**src/rtl/mem_arbiter_rr_pkg.sv**
```systemverilog
// Shared types and elaboration helpers for the N-port round-robin memory arbiter.
// Default widths can be overridden by defining the MEM_* macros ahead of this file.
`ifndef MEM_ADDR_BITS
`define MEM_ADDR_BITS 32
`endif
`ifndef MEM_TAG_BITS
`define MEM_TAG_BITS 4
`endif
`ifndef MEM_DATA_BITS
`define MEM_DATA_BITS 64
`endif

package mem_arbiter_rr_pkg;

    typedef enum logic [0:0] {
        ST_IDLE  = 1'b0,
        ST_WDATA = 1'b1
    } arb_state_t;

    // Index width for an n-entry selector, never narrower than one bit.
    function automatic int idx_bits(input int n);
        return (n > 1) ? $clog2(n) : 1;
    endfunction

    function automatic int cnt_bits(input int max_count);
        return (max_count > 0) ? $clog2(max_count + 1) : 1;
    endfunction

    // The tag must be wide enough to carry every port index.
    function automatic bit tag_width_ok(input int num_ports, input int tag_bits);
        return (tag_bits >= 31) || ((32'd1 << tag_bits) >= num_ports);
    endfunction

endpackage

```
**src/rtl/mem_arbiter_rr_rr_arbiter.sv**
```systemverilog
// Combinational round-robin picker: first eligible requester after rr_last,
// wrapping modulo NUM_PORTS.
module rr_arbiter #(
    parameter  int NUM_PORTS = 2,
    localparam int PORT_BITS = $clog2(NUM_PORTS)
) (
    input  logic [NUM_PORTS-1:0] eligible,
    input  logic [PORT_BITS-1:0] rr_last,
    output logic [NUM_PORTS-1:0] grant,
    output logic [PORT_BITS-1:0] winner,
    output logic                 any
);

    logic [PORT_BITS-1:0] idx;

    always_comb begin
        grant  = '0;
        winner = '0;
        any    = 1'b0;
        idx    = '0;
        for (int k = 1; k <= NUM_PORTS; k++) begin
            idx = PORT_BITS'((int'(rr_last) + k) % NUM_PORTS);
            if (!any && eligible[idx]) begin
                any        = 1'b1;
                winner     = idx;
                grant[idx] = 1'b1;
            end
        end
    end

endmodule

```
**src/rtl/mem_arbiter_rr.sv**
```systemverilog
// N-port memory arbiter: round-robin request grant, atomic write-data bursts,
// per-port read throttling and tag-routed read response strobes.
//
// state    | meaning
// ---------+--------------------------------------------------------------
// ST_IDLE  | arbitrating; reads may be granted back-to-back every cycle
// ST_WDATA | forwarding WRITE_BEATS data beats from the write owner only
module mem_arbiter_rr
    import mem_arbiter_rr_pkg::*;
#(
    parameter int NUM_PORTS       = 2,
    parameter int ADDR_BITS       = `MEM_ADDR_BITS,
    parameter int TAG_BITS        = `MEM_TAG_BITS,
    parameter int DATA_BITS       = `MEM_DATA_BITS,
    parameter int WRITE_BEATS     = 4,
    parameter int MAX_OUTSTANDING = 4
) (
    input  logic                             clk,
    input  logic                             reset,
    input  logic [NUM_PORTS-1:0]             req_valid,
    output logic [NUM_PORTS-1:0]             req_ready,
    input  logic [NUM_PORTS-1:0]             req_rw,
    input  logic [NUM_PORTS*ADDR_BITS-1:0]   req_addr,
    input  logic [NUM_PORTS-1:0]             req_data_valid,
    output logic [NUM_PORTS-1:0]             req_data_ready,
    input  logic [NUM_PORTS*DATA_BITS-1:0]   req_data_bits,
    input  logic [NUM_PORTS*DATA_BITS/8-1:0] req_data_mask,
    output logic [NUM_PORTS-1:0]             resp_valid,
    output logic                             mem_req_valid,
    input  logic                             mem_req_ready,
    output logic                             mem_req_rw,
    output logic [ADDR_BITS-1:0]             mem_req_addr,
    output logic [TAG_BITS-1:0]              mem_req_tag,
    output logic                             mem_req_data_valid,
    input  logic                             mem_req_data_ready,
    output logic [DATA_BITS-1:0]             mem_req_data_bits,
    output logic [DATA_BITS/8-1:0]           mem_req_data_mask,
    input  logic                             mem_resp_valid,
    input  logic [TAG_BITS-1:0]              mem_resp_tag
);

    localparam int  PORT_BITS = idx_bits(NUM_PORTS);
    localparam int  BEAT_BITS = idx_bits(WRITE_BEATS);
    localparam int  CNT_BITS  = cnt_bits(MAX_OUTSTANDING);
    localparam int  MASK_BITS = DATA_BITS / 8;
    localparam bit  TAG_OK    = tag_width_ok(NUM_PORTS, TAG_BITS);

    localparam logic [BEAT_BITS-1:0] LAST_BEAT = BEAT_BITS'(WRITE_BEATS - 1);
    localparam logic [CNT_BITS-1:0]  CNT_MAX   = CNT_BITS'(MAX_OUTSTANDING);

    arb_state_t           state, state_nxt;
    logic [PORT_BITS-1:0] rr_last;
    logic [PORT_BITS-1:0] owner;
    logic [PORT_BITS-1:0] winner;
    logic [BEAT_BITS-1:0] beat_cnt;
    logic [CNT_BITS-1:0]  out_cnt [NUM_PORTS];

    logic [NUM_PORTS-1:0] eligible;
    logic [NUM_PORTS-1:0] grant;
    logic [NUM_PORTS-1:0] rd_inc;
    logic                 any_elig;
    logic                 in_idle;
    logic                 in_wdata;
    logic                 req_hs;
    logic                 data_hs;

    // Reads are held back once a port has MAX_OUTSTANDING in flight; writes never are.
    always_comb begin
        eligible = '0;
        for (int i = 0; i < NUM_PORTS; i++) begin
            eligible[i] = req_valid[i] && (req_rw[i] || (out_cnt[i] < CNT_MAX));
        end
    end

    rr_arbiter #(
        .NUM_PORTS (NUM_PORTS)
    ) u_rr_arbiter (
        .eligible (eligible),
        .rr_last  (rr_last),
        .grant    (grant),
        .winner   (winner),
        .any      (any_elig)
    );

    // Gating with reset keeps any handshake from completing in the reset cycle.
    assign in_idle  = !reset && (state == ST_IDLE);
    assign in_wdata = !reset && (state == ST_WDATA);

    assign mem_req_valid = in_idle && any_elig;
    assign mem_req_rw    = req_rw[winner];
    assign mem_req_addr  = req_addr[winner*ADDR_BITS +: ADDR_BITS];
    assign mem_req_tag   = TAG_BITS'(winner);
    assign req_ready     = {NUM_PORTS{mem_req_valid && mem_req_ready}} & grant;
    assign req_hs        = mem_req_valid && mem_req_ready;

    assign mem_req_data_valid = in_wdata && req_data_valid[owner];
    assign mem_req_data_bits  = req_data_bits[owner*DATA_BITS +: DATA_BITS];
    assign mem_req_data_mask  = req_data_mask[owner*MASK_BITS +: MASK_BITS];
    assign data_hs            = mem_req_data_valid && mem_req_data_ready;

    always_comb begin
        req_data_ready = '0;
        if (in_wdata) begin
            req_data_ready[owner] = mem_req_data_ready;
        end
    end

    // Tags at or above NUM_PORTS match no port and are silently dropped.
    always_comb begin
        rd_inc     = '0;
        resp_valid = '0;
        for (int i = 0; i < NUM_PORTS; i++) begin
            rd_inc[i]     = req_hs && !mem_req_rw && (winner == PORT_BITS'(i));
            resp_valid[i] = TAG_OK && mem_resp_valid && (mem_resp_tag == TAG_BITS'(i));
        end
    end

    always_comb begin
        state_nxt = state;
        case (state)
            ST_IDLE: begin
                if (req_hs && mem_req_rw) begin
                    state_nxt = ST_WDATA;
                end
            end
            ST_WDATA: begin
                if (data_hs && (beat_cnt == LAST_BEAT)) begin
                    state_nxt = ST_IDLE;
                end
            end
            default: state_nxt = ST_IDLE;
        endcase
    end

    always_ff @(posedge clk) begin
        if (reset) begin
            state    <= ST_IDLE;
            rr_last  <= PORT_BITS'(NUM_PORTS - 1);
            owner    <= '0;
            beat_cnt <= '0;
            for (int i = 0; i < NUM_PORTS; i++) begin
                out_cnt[i] <= '0;
            end
        end else begin
            state <= state_nxt;
            if (req_hs) begin
                rr_last <= winner;
                if (mem_req_rw) begin
                    owner    <= winner;
                    beat_cnt <= '0;
                end
            end
            if (data_hs) begin
                beat_cnt <= beat_cnt + BEAT_BITS'(1);
            end
            // Grant and response on the same port cancel; a stray response at zero saturates.
            for (int i = 0; i < NUM_PORTS; i++) begin
                if (rd_inc[i] && !resp_valid[i]) begin
                    out_cnt[i] <= out_cnt[i] + CNT_BITS'(1);
                end else if (!rd_inc[i] && resp_valid[i] && (out_cnt[i] != '0)) begin
                    out_cnt[i] <= out_cnt[i] - CNT_BITS'(1);
                end
            end
        end
    end

endmodule

```
**config.mk**
```make
export PLATFORM = sky130hd
export DESIGN_NAME = mem_arbiter_rr
export DESIGN_NICKNAME = d
export VERILOG_FILES = /design/src/rtl/mem_arbiter_rr_pkg.sv /design/src/rtl/mem_arbiter_rr_rr_arbiter.sv /design/src/rtl/mem_arbiter_rr.sv
export SDC_FILE = /design/constraint.sdc
export NUM_CORES = 1
export LEC_CHECK = 0
export ABC_AREA = 1
export BUFFER_PORTS_ARGS = -buffer_cell sky130_fd_sc_hd__buf_2
export CORE_AREA = 4 4 132 134
export CTS_CLUSTER_DIAMETER = 80
export DETAILED_ROUTE_END_ITERATION = 8
export DIE_AREA = 0 0 136 138
export GPL_TIMING_DRIVEN = 1
export PLACE_DENSITY_LB_ADDON = 0.15
export RECOVER_POWER = 50
export SYNTH_ARGS = -nofsm -noshare
export SYNTH_HDL_FRONTEND = slang
export SYNTH_SLANG_ARGS = --single-unit
```
**constraint.sdc**
```tcl
create_clock -name clk -period 1.99 [get_ports clk]
set_input_delay 0.2985 -clock clk [delete_from_list [all_inputs] [get_ports clk]]
set_output_delay 0.2985 -clock clk [all_outputs]
set_load 0.01 [all_outputs]
```
### Yosys cells after proc, flatten, opt, wreduce, memory -nomap -nowiden

Memory sizes are Yosys's and may differ from the RTL's.
Cells that the tools add are included.

* bits in registers: 5
* RAM bits: 6
* bits of input ports: 223
* output and inout port bits: 117
* word-level logic and storage cells: 123
* memories kept: 1

Memory list
* out_cnt: depth 2, bits a word 3, rd ports 2, clocked after memory_dff 0, wr ports 2, line mem_arbiter_rr.sv:56 `logic [CNT_BITS-1:0] out_cnt [NUM_PORTS];`

* add/sub/neg operators: 7
* magnitude comparators: 9
* eq/ne operators: 2
* shift-type cells: 3
* multiplexer cells: 47
* bitwise operators: 9
* reduce and logical (&&, ||, !) cells: 41

Operator list (number)
* $shiftx 128x8->64: 1
* $shiftx 64x7->32: 1
* $mux 1: 33
* $logic_and 1x1->1: 25
* $shiftx 16x5->8: 1
* $mux 2: 6
* $mux 3: 4
* $lt 1x2->1 const B: 4
* $logic_not 1->1: 7
* $add 3x1->3 const B: 2
* $lt 3x3->1 const B: 2
* $reduce_bool 3->1: 2
* $sub 3x1->3 const B: 2
* $and 2x2->2: 2
* $eq 4x1->1 const B: 1
* $logic_not 4->1: 1
* $or 1x1->1: 4
* $reduce_and 2->1: 2
* $reduce_bool 2->1: 2
* $demux 1 s1: 3
* $ge 1x1->1 const B: 3
* $add 1x1->1 const B: 2
* $add 2x1->2 const B: 1
* $eq 2x2->1 const B: 1
* 4 further kinds: 6

### Logic depth before layout (Yosys ltp)

Gate-level depths: netlist (run 1).
An unclocked memory read counts as a cell.

* word-level depth: 23
* mapped depth: 14
* gate-level depth less buffers: 14

### Hierarchy

Synthesis (run 1) repeated with hierarchy kept, for this count alone.

* cell total of the unflattened synthesis: 461
* area, all modules: 2227.1 um2

Modules (own cells, without submodules)
* mem_arbiter_rr: instances 1, cells each 454, area an instance 2195.9 um2, sequential area each 280.3 um2
* rr_arbiter: instances 1, cells each 7, area an instance 31.3 um2, sequential area each 0.0 um2

### Least setup slack after synthesis (run 1)

No wires, ideal clock.

* path kind: in2reg
* from: input port mem_resp_tag[3]
* to: memory out_cnt[0][2] (netlist bit), data pin
* library setup time: 0.249 ns
* arrival: 1.744 ns
* data required time: 1.741 ns
* path slack: -0.004 ns
* stages on the path: 10
* path buffers: 0
* cell sequence: nor2_2 -> nand4_1 -> nor3_1 -> nand2_4 -> fa_1 -> xnor2_1 -> nand3b_1 -> nand2_1 -> nand2_1 -> inv_1

RTL lines
* start, declared: line mem_arbiter_rr.sv:39 `input logic [TAG_BITS-1:0] mem_resp_tag`
* end, declared: line mem_arbiter_rr.sv:56

==> results of run 1 <==
synthesized netlist by cell type:
cell type | count | area [µm²]
a21oi_1 | 4 | 20.0
a21oi_2 | 1 | 8.76
a21oi_4 | 2 | 32.5
buf_2 | 4 | 20.0
buf_4 | 4 | 30.0
clkbuf_1 | 18 | 67.6
conb_1 | 1 | 3.75
dfxtp_1 | 5 | 100
edfxtp_1 | 6 | 180
fa_1 | 1 | 20.0
ha_1 | 4 | 50.1
inv_1 | 25 | 93.8
inv_2 | 2 | 7.51
nand2_1 | 335 | 1260
nand2_2 | 4 | 25.0
nand2_4 | 5 | 56.3
nand3_1 | 3 | 15.0
nand3_2 | 2 | 20.0
nand3_4 | 3 | 52.6
nand3b_1 | 2 | 15.0
nand4_1 | 2 | 12.5
nor2_1 | 5 | 18.8
nor2_2 | 5 | 31.3
nor2_4 | 2 | 22.5
nor2_8 | 1 | 20.0
nor3_1 | 5 | 25.0
o211ai_1 | 1 | 7.51
o21ai_0 | 1 | 5.00
xnor2_1 | 2 | 17.5
xor2_1 | 1 | 8.76
worst max-delay path by stage:
stage,endpoint,startpoint,depth (start not counted)
floorplan,out_cnt[0][2],out_cnt[1][2],10
global placement,out_cnt[0][2],mem_resp_tag[3],11
global route,out_cnt[0][2],out_cnt[0][2],13
finish,out_cnt[0][2],out_cnt[1][2],11
detailed placement,out_cnt[0][2],mem_resp_tag[3],11
CTS,out_cnt[0][2],out_cnt[1][2],11
layout make-up:
| cell class | count | area [µm²] |
|---|---|---|
| fillers | 1925 | 11900 |
| repair buffers | 357 | 1860 |
| multi-input cells | 394 | 1780 |
| flip-flops and latches | 11 | 282 |
| well taps | 220 | 275 |
| inverters | 27 | 104 |
| clock buffers | 4 | 78.8 |
| diodes | 1 | 2.50 |
layer usage:
| metal | vias up | GRT usage (%) | part of all wire, % |
|---|---|---|---|
| li1 | 2029 | - | - |
| met1 | 1550 | 11.9 | 34 |
| met2 | 214 | 25.0 | 53 |
| met3 | 8 | 3.52 | 12 |
| met4 | 0 | 2.18 | 1.1 |
| met5 | - | 0 | 0 |
power groups by stage:
| stage | Clock, mW | Combinational, mW | Sequential, mW |
|---|---|---|---|
| 2_1_floorplan | 0 | 0.378 | 0.267 |
| 3_3_place_gp | 0 | 0.855 | 0.270 |
| 3_5_place_dp | 0 | 0.847 | 0.270 |
| 4_1_cts | 0.391 | 0.870 | 0.266 |
| 5_1_grt | 0.396 | 0.946 | 0.267 |
| 6_report | 0.375 | 0.845 | 0.266 |
sequential cells by signal, summed over array words and instances (netlist names):
| name | flops |
|---|---|
| beat_cnt | 2 |
| owner | 1 |
| state | 1 |
| out_cnt | 6 |
| rr_last | 1 |
cell families after synthesis:
logic type / share of synthesized area (%)
compound gates: 3.29
flops: 12.5
simple gates: 70.0
buf+inv: 9.75
fa+ha+maj: 3.12
other cells: 0.167
xor+xnor: 1.17
through the flow:
stage               instance area, µm²  cells  power (mW)  hold WS (ps)  worst slack, ps
finish                            4380   1014        1.49           334             20.5
global route                      4380   1014        1.61           359            -87.3
CTS                               4420   1012        1.53           334            -8.79
detailed placement                4300   1006        1.12           480            -68.4
global placement                  4300   1006        1.13           485            -37.8
floorplan                         2260    458       0.645           368             17.5
critical path, cell delays in order, from the launching register on:
cell      delay (ps)
edfxtp_1         460
a21oi_4          180
buf_4            130
a21oi_4           60
nand2_4           80
nand2_4           50
fa_2             360
xnor2_2          150
nand3b_1         120
nand2_1           50
nand2_1           50
inv_1             30
what timing repair did:
| action | 4_1_cts | 5_1_grt |
|---|---|---|
| endpoints found under the hold margin | 0 | 0 |
| setup buffers | 1 | 1 |
| gates resized for setup | 1 | 8 |
| gates cloned | 1 | 0 |
| setup endpoints to repair | 3 | 17 |
| pin swaps | 1 | 1 |
==> report_table.html, run 1 <==
<table>
<tr><th>Metric</th><th>Value</th></tr>
<tr><th colspan="2">Global routing</th></tr>
<tr><td>Total GRT Usage</td><td>12.2%</td></tr>
<tr><td>Antenna violations before repair</td><td>1</td></tr>
<tr><td>Number of global-route vias before repair</td><td>3624</td></tr>
<tr><td>Maximum number of pins on one net before global-route repair</td><td>76</td></tr>
<tr><td>Global-route wire length before repair</td><td>18600 µm</td></tr>
<tr><td>GRT Residual Overflow</td><td>0</td></tr>
<tr><th colspan="2">Min path</th></tr>
<tr><td>Hold-critical path depth</td><td>2</td></tr>
<tr><td>Hold_sp</td><td>reset</td></tr>
<tr><td>Worst hold path type</td><td>in -&gt; reg</td></tr>
<tr><td>Endpoint of the worst hold path</td><td>beat_cnt[1]</td></tr>
<tr><th colspan="2">Critical path</th></tr>
<tr><td>Critical path data arrival time</td><td>1970 ps</td></tr>
<tr><td>Crit Reg-Reg Endpoint</td><td>out_cnt[0][2]</td></tr>
<tr><td>Maximum net fanout on the critical path</td><td>3</td></tr>
<tr><td>Worst setup EP type</td><td>flop</td></tr>
<tr><td>Data required time at the worst endpoint</td><td>1990 ps</td></tr>
<tr><td>Register-to-register setup slack</td><td>20 ps</td></tr>
<tr><td>R2r worst-path depth</td><td>11</td></tr>
<tr><td>Startpoint kind of the worst setup timing path</td><td>flop</td></tr>
<tr><td>Start-to-end type of the worst setup path</td><td>reg -&gt; reg</td></tr>
<tr><td>RR Startpoint</td><td>out_cnt[1][2]</td></tr>
<tr><th colspan="2">Route</th></tr>
<tr><td>Detailed Route WL</td><td>12700 µm</td></tr>
<tr><td>Vias per cell</td><td>3.75</td></tr>
<tr><td>Drt first-iter violations</td><td>60</td></tr>
<tr><td>Detailed-route via count</td><td>3801</td></tr>
<tr><td>Routed wire per std cell</td><td>12.5 µm</td></tr>
<tr><td>Number of DRC violations after detailed routing</td><td>0</td></tr>
<tr><td>Drt first pass iters</td><td>4</td></tr>
<tr><td>Post-route antenna net violation count</td><td>0</td></tr>
<tr><th colspan="2">Synth</th></tr>
<tr><td>Share of the yosys chip area belonging to registers</td><td>12.5%</td></tr>
<tr><td>Total standard cell area after synthesis</td><td>2240 µm²</td></tr>
<tr><td>YS warnings</td><td>0</td></tr>
<tr><td>Synth Area per Inst</td><td>4.92 µm²</td></tr>
<tr><td>Distinct cells, synth</td><td>30</td></tr>
<tr><td>Synthesized flop and latch total</td><td>11</td></tr>
<tr><td>Synthesized instance count</td><td>456</td></tr>
<tr><th colspan="2">Placed design</th></tr>
<tr><td>I/O Buffers</td><td>336</td></tr>
<tr><td>Post-DP HPWL</td><td>10800 µm</td></tr>
<tr><td>Weighted congestion at the end of routability-driven global placement</td><td>0.773</td></tr>
<tr><th colspan="2">CTS</th></tr>
<tr><td>Number of buffers created by CTS</td><td>3</td></tr>
<tr><td>Clock Sink Count</td><td>11</td></tr>
<tr><td>Clock H-tree levels</td><td>1</td></tr>
<tr><td>Clock latency on the worst-skew pair</td><td>240 ps</td></tr>
<tr><td>Max Root-Sink Buffers</td><td>2</td></tr>
<tr><td>Root Buffer</td><td>clkbuf_16</td></tr>
<tr><td>Register clock-pin slew on the reported worst setup and hold paths</td><td>40 ps</td></tr>
<tr><td>Hold-fix buffers, CTS</td><td>0</td></tr>
<tr><td>TritonCTS clock tree</td><td>yes</td></tr>
<tr><th colspan="2">STA</th></tr>
<tr><td>Actual transition at the worst max-transition pin</td><td>568 ps</td></tr>
<tr><td>Max Slew Vio Count</td><td>0</td></tr>
<tr><td>Slew margin rel.</td><td>62.1%</td></tr>
<tr><td>Maximum frequency from static timing analysis</td><td>0.508 GHz</td></tr>
<tr><td>RSZ-0062 raised after global routing</td><td>true</td></tr>
<tr><td>Period minus WS final</td><td>1970 ps</td></tr>
<tr><td>Final setup viols</td><td>0</td></tr>
<tr><td>Final period utilization</td><td>99.0%</td></tr>
<tr><td>Endpoints failing hold</td><td>0</td></tr>
<tr><td>Final clock skew</td><td>2.11 ps</td></tr>
<tr><td>Setup Total Neg Slack</td><td>0 ps</td></tr>
<tr><th colspan="2">Finish</th></tr>
<tr><td>Final core utilization</td><td>26.9%</td></tr>
<tr><td>Most frequent cells in the layout</td><td>333 x nand2_1, 280 x buf_2, 55 x clkbuf_1</td></tr>
<tr><td>Relative area change from synthesis to final layout</td><td>94.9%</td></tr>
<tr><td>Ratio of cells with drive above 1 in the final layout</td><td>43.0%</td></tr>
<tr><td>Nets</td><td>1022</td></tr>
<tr><td>Commonest non-fill, non-tap cell in the layout</td><td>nand2_1</td></tr>
<tr><th colspan="2">Pwr</th></tr>
<tr><td>Power share of the combinational group</td><td>56.9%</td></tr>
<tr><td>Sw frac</td><td>37.7%</td></tr>
<tr><td>Cell Int Power</td><td>0.925 mW</td></tr>
<tr><td>Leakage power</td><td>2.75 nW</td></tr>
<tr><td>Worst-case vdd ir drop</td><td>215 µV</td></tr>
<tr><td>Power per cell area</td><td>339 nW/µm²</td></tr>
<tr><td>Power share of the clock group</td><td>25.2%</td></tr>
<tr><td>Portion of total power attributed to sequential cells</td><td>17.9%</td></tr>
<tr><td>Net switching component of the power</td><td>0.561 mW</td></tr>
<tr><th colspan="2">Floorplanning</th></tr>
<tr><td>Ports placed on the boundary</td><td>340</td></tr>
<tr><td>Placement row count</td><td>47</td></tr>
<tr><td>Effective utilization at floorplan</td><td>13.8%</td></tr>
<tr><td>Core area</td><td>16300 µm²</td></tr>
<tr><td>Die Span Y</td><td>138 µm</td></tr>
<tr><td>Horizontal extent of the die</td><td>136 µm</td></tr>
<tr><td>Die outline area</td><td>18800 µm²</td></tr>
<tr><th colspan="2">Outcome</th></tr>
<tr><td>Status</td><td>finished, final reports clean</td></tr>
<tr><th colspan="2">Flow run</th></tr>
<tr><td>MaxCap Viol Count</td><td>0</td></tr>
</table>
Note: power is estimated with default switching activity, not from simulation.
==> inputs of run 2 (changes only) <==
- CORE_AREA: 4 4 132 134 -> 4 4 128 130
- DIE_AREA: 0 0 136 138 -> 0 0 132 134
- SYNTH_HIERARCHICAL: unset -> 1
- clock period: 1.99 -> 2 ns (I/O delays scaled with it)
==> report_table.html, run 2 <==
<table>
<tr><th>Metric</th><th>Value</th></tr>
<tr><th colspan="2">Route</th></tr>
<tr><td>Drt first-iter violations</td><td>132 (+120%)</td></tr>
<tr><td>Detailed Route WL</td><td>13400 µm (+5.4%)</td></tr>
<tr><td>Routed wire per std cell</td><td>13.5 µm (+7.9%)</td></tr>
<tr><td>Vias per cell</td><td>3.88 (+3.6%)</td></tr>
<tr><td>Post-route antenna net violation count</td><td>0 (unchanged)</td></tr>
<tr><td>Number of DRC violations after detailed routing</td><td>0 (unchanged)</td></tr>
<tr><td>Detailed-route via count</td><td>3848 (+1.2%)</td></tr>
<tr><td>Drt first pass iters</td><td>6 (+2)</td></tr>
<tr><th colspan="2">CTS</th></tr>
<tr><td>Number of buffers created by CTS</td><td>3 (unchanged)</td></tr>
<tr><td>Clock H-tree levels</td><td>1 (unchanged)</td></tr>
<tr><td>Register clock-pin slew on the reported worst setup and hold paths</td><td>50 ps (about the same)</td></tr>
<tr><td>Clock latency on the worst-skew pair</td><td>240 ps (about the same)</td></tr>
<tr><td>Max Root-Sink Buffers</td><td>2 (unchanged)</td></tr>
<tr><td>Root Buffer</td><td>clkbuf_16</td></tr>
<tr><td>TritonCTS clock tree</td><td>yes</td></tr>
<tr><td>Clock Sink Count</td><td>11 (unchanged)</td></tr>
<tr><th colspan="2">STA</th></tr>
<tr><td>Max Slew Vio Count</td><td>0 (unchanged)</td></tr>
<tr><td>Final clock skew</td><td>5.26 ps (+3.16 ps)</td></tr>
<tr><td>Setup Total Neg Slack</td><td>0 ps (unchanged)</td></tr>
<tr><td>Period minus WS final</td><td>2000 ps (+30.4 ps)</td></tr>
<tr><td>Setup WS post-layout</td><td>0.150 ps (-20.4 ps)</td></tr>
<tr><td>Endpoints failing hold</td><td>0 (unchanged)</td></tr>
<tr><td>Final setup viols</td><td>0 (unchanged)</td></tr>
<tr><td>Maximum frequency from static timing analysis</td><td>0.500 GHz (-1.5%)</td></tr>
<tr><td>Actual transition at the worst max-transition pin</td><td>542 ps (-26.2 ps)</td></tr>
<tr><td>RSZ-0062 raised after global routing</td><td>true</td></tr>
<tr><td>Final period utilization</td><td>100% (+1.0 points)</td></tr>
<tr><td>Slew margin rel.</td><td>63.9% (+1.7 points)</td></tr>
<tr><td>Worst hold-check slack</td><td>378 ps (+44.0 ps)</td></tr>
<tr><th colspan="2">Synth</th></tr>
<tr><td>Synthesized instance count</td><td>461 (+1.1%)</td></tr>
<tr><td>Synthesized flop and latch total</td><td>11 (unchanged)</td></tr>
<tr><td>Most frequent cells after synthesis</td><td>334 x nand2_1, 23 x inv_1, 9 x clkbuf_1, 9 x nor2_1, 8 x a21oi_1</td></tr>
<tr><td>Most frequently used cell type in the post-synthesis netlist</td><td>nand2_1</td></tr>
<tr><td>Top-area cell type share of the netlist area</td><td>56.3% (+0.27 points)</td></tr>
<tr><td>Share of the yosys chip area belonging to registers</td><td>12.6% (+0.098 points)</td></tr>
<tr><td>YS warnings</td><td>6 (+6)</td></tr>
<tr><td>Cell type with the highest aggregate area in the netlist</td><td>nand2_1</td></tr>
<tr><td>EDFF count, synth</td><td>6 (unchanged)</td></tr>
<tr><td>Top FF cell, synth</td><td>edfxtp_1</td></tr>
<tr><td>Distinct cells, synth</td><td>34 (+13%)</td></tr>
<tr><td>Proportion of synthesized flip-flops having asynchronous set or reset</td><td>0% (unchanged)</td></tr>
<tr><td>Synth Area per Inst</td><td>4.83 µm² (-1.9%)</td></tr>
<tr><td>Total standard cell area after synthesis</td><td>2230 µm² (-0.78%)</td></tr>
<tr><td>Area contributors post-synth</td><td>nand2_1 56%, edfxtp_1 8.1%, dfxtp_1 4.5%, inv_1 3.9%, ha_1 2.2%</td></tr>
<tr><th colspan="2">Pwr</th></tr>
<tr><td>Overall Power</td><td>1.61 mW (+8.5%)</td></tr>
<tr><td>Portion of total power attributed to sequential cells</td><td>16.4% (-1.5 points)</td></tr>
<tr><td>Leakage power</td><td>2.78 nW (+1.1%)</td></tr>
<tr><td>Worst-case vdd ir drop</td><td>225 µV (+5.1%)</td></tr>
<tr><td>Power share of the combinational group</td><td>60.4% (+3.5 points)</td></tr>
<tr><td>Net switching component of the power</td><td>0.651 mW (+16%)</td></tr>
<tr><td>Power share of the clock group</td><td>23.2% (-2.0 points)</td></tr>
<tr><td>Sw frac</td><td>40.4% (+2.7 points)</td></tr>
<tr><td>Power per cell area</td><td>372 nW/µm² (+9.7%)</td></tr>
<tr><td>Cell Int Power</td><td>0.961 mW (+3.9%)</td></tr>
<tr><th colspan="2">Finish</th></tr>
<tr><td>Ratio of cells with drive above 1 in the final layout</td><td>44.8% (+1.8 points)</td></tr>
<tr><td>Commonest non-fill, non-tap cell in the layout</td><td>nand2_1</td></tr>
<tr><td>Nets</td><td>1031 (+0.88%)</td></tr>
<tr><td>Most frequent cells in the layout</td><td>334 x nand2_1, 299 x buf_2, 39 x clkbuf_1</td></tr>
<tr><td>Finished Layout Cells</td><td>991 (-2.3%)</td></tr>
<tr><td>Final core utilization</td><td>28.6% (+1.7 points)</td></tr>
<tr><td>Flip-flop count of the largest register, all copies and words added</td><td>6 (unchanged)</td></tr>
<tr><td>Relative area change from synthesis to final layout</td><td>94.4%</td></tr>
<tr><td>Largest registers ranked by flip-flop count</td><td>out_cnt x6, beat_cnt x2</td></tr>
<tr><td>Area of all placed cells without fillers</td><td>4330 µm² (-1.1%)</td></tr>
<tr><td>Register containing the most flip-flops in the final layout</td><td>out_cnt</td></tr>
<tr><th colspan="2">Critical path</th></tr>
<tr><td>Cell with the biggest individual delay on the critical path</td><td>edfxtp_1</td></tr>
<tr><td>Worst setup EP type</td><td>flop</td></tr>
<tr><td>Data required time at the worst endpoint</td><td>2000 ps (about the same)</td></tr>
<tr><td>Startpoint kind of the worst setup timing path</td><td>flop</td></tr>
<tr><td>Most frequent cell on the critical path</td><td>nand2_1</td></tr>
<tr><td>Maximum net fanout on the critical path</td><td>3 (unchanged)</td></tr>
<tr><td>Cells traversed along the worst timing path</td><td>a21boi_2, inv_2, a21oi_4, nor2_4, nand2_4, nand2_4, fa_2, xor2_2, inv_1, nand2_1, nand2_1, nand2_1, inv_1</td></tr>
<tr><td>Peak per-stage delay on the critical path</td><td>400 ps (-60 ps)</td></tr>
<tr><td>Critical path data arrival time</td><td>2000 ps (+30 ps)</td></tr>
<tr><td>Start-to-end type of the worst setup path</td><td>reg -&gt; reg</td></tr>
<tr><th colspan="2">Global routing</th></tr>
<tr><td>Met3 track demand over resource</td><td>2.89% (-0.64 points)</td></tr>
<tr><td>Antenna violations before repair</td><td>2 (+1)</td></tr>
<tr><td>Peak-usage layer in the global routing report</td><td>met2</td></tr>
<tr><td>Total GRT Usage</td><td>13.4% (+1.2 points)</td></tr>
<tr><td>Global-route wire length before repair</td><td>19300 µm (+4.0%)</td></tr>
<tr><td>GRT Residual Overflow</td><td>0 (unchanged)</td></tr>
<tr><td>Met1 GRT Util</td><td>15.5% (+3.6 points)</td></tr>
<tr><td>Number of global-route vias before repair</td><td>3723 (+2.7%)</td></tr>
<tr><td>Maximum number of pins on one net before global-route repair</td><td>72 (-5.3%)</td></tr>
<tr><td>Global routing met2 resource utilization</td><td>25.3% (+0.36 points)</td></tr>
<tr><th colspan="2">Floorplanning</th></tr>
<tr><td>Placement row count</td><td>45 (-4.3%)</td></tr>
<tr><td>Die outline area</td><td>17700 µm² (-5.8%)</td></tr>
<tr><td>Die Span Y</td><td>134 µm (-2.9%)</td></tr>
<tr><td>Effective utilization at floorplan</td><td>14.7% (+0.92 points)</td></tr>
<tr><td>Ports placed on the boundary</td><td>340 (unchanged)</td></tr>
<tr><td>Core area</td><td>15100 µm² (-7.0%)</td></tr>
<tr><td>Horizontal extent of the die</td><td>132 µm (-2.9%)</td></tr>
<tr><th colspan="2">Placed design</th></tr>
<tr><td>Post-DP HPWL</td><td>11300 µm (+4.8%)</td></tr>
<tr><td>Number of cells in the design after placement</td><td>984 (-2.2%)</td></tr>
<tr><td>Weighted congestion at the end of routability-driven global placement</td><td>0.769 (-0.52%)</td></tr>
<tr><td>Area of placed instances</td><td>4230 µm² (-1.6%)</td></tr>
<tr><td>Post-placement setup slack</td><td>-116 ps (-48.0 ps)</td></tr>
<tr><td>I/O Buffers</td><td>336 (unchanged)</td></tr>
<tr><th colspan="2">Outcome</th></tr>
<tr><td>Status</td><td>finished, final reports clean</td></tr>
<tr><th colspan="2">Min path</th></tr>
<tr><td>Worst hold path type</td><td>in -&gt; reg</td></tr>
<tr><th colspan="2">Flow run</th></tr>
<tr><td>MaxCap Viol Count</td><td>0 (unchanged)</td></tr>
</table>
## run 2: cell count changes after synthesis, moves of 2 or more
cell      previous run  this run
o21ai_1              0         4
nor3_1               5         2
inv_2                2         5
nand3_1              3         6
buf_1                0         6
a21oi_1              4         8
nand2_2              4         1
nor2_1               5         9
clkbuf_1            18         9
inv_1               25        23
buf_2                4         7
buf_6                0         2
nand2_4              5         2
a21boi_0             0         2
## run 2: cell type report
type                       instances  area (µm²)
antenna                            1        2.50
inverter                          29         119
sequential                        11         282
multi-input combinational        395        1730
fill                            1766       10800
clock buffer                       4        78.8
tap                              188         235
timing repair buffer             363        1880
## run 2: what timing repair did
item | CTS | global route
resized for setup | 9 | 2
setup buffers | 1 | 0
pin swaps | 1 | 1
gates cloned | 1 | 0
endpoints found under the setup margin | 34 | 41
hold buffers | 0 | 0
## run 2: routing by layer
metal / vias up / share of wire (%)
li1: 2048 / -
met1: 1570 / 40
met2: 218 / 51
met3: 12 / 8.1
met4: 0 / 1.4
met5: - / 0
## run 2: worst max-delay path: cells and delay by family (launching register included)
kind	cells	cell delay, ps
flip-flops	1	400
adder cells (fa/ha/maj)	1	350
AND/OR/NAND/NOR	6	350
XOR/XNOR	1	150
AO/OA/AOI/OAI	2	360
buffers and inverters	3	150
## run 2: final timing paths
path / start / endpoint / slack [ps] / cells past startpoint
hold / removal: mem_req_data_ready / beat_cnt[1] / 380 / 3
setup reg to reg: out_cnt[1][2] / out_cnt[0][2] / 0.1 / 13
setup / recovery: out_cnt[1][2] / out_cnt[0][2] / 0.1 / 13
hold reg to reg: beat_cnt[1] / beat_cnt[1] / 480 / 2
## run 2: cell families after synthesis
kind of cell | after synthesis | synth area share [%]
simple gates | 369 | 67.2
fa+ha+maj | 5 | 3.15
flops | 11 | 12.6
compound gates | 15 | 4.10
buf+inv | 57 | 11.6
xor+xnor | 3 | 1.18
other cells | 1 | 0.168
## run 2: power by group through the flow
| stage | Sequential [mW] | Combinational (mW) | Clock [mW] |
|---|---|---|---|
| after floorplan | 0.266 | 0.453 | 0 |
| after detailed placement | 0.268 | 0.970 | 0 |
| after global routing | 0.266 | 1.09 | 0.395 |
| after CTS | 0.265 | 0.999 | 0.385 |
| final | 0.265 | 0.973 | 0.374 |
| after global placement | 0.269 | 0.980 | 0 |
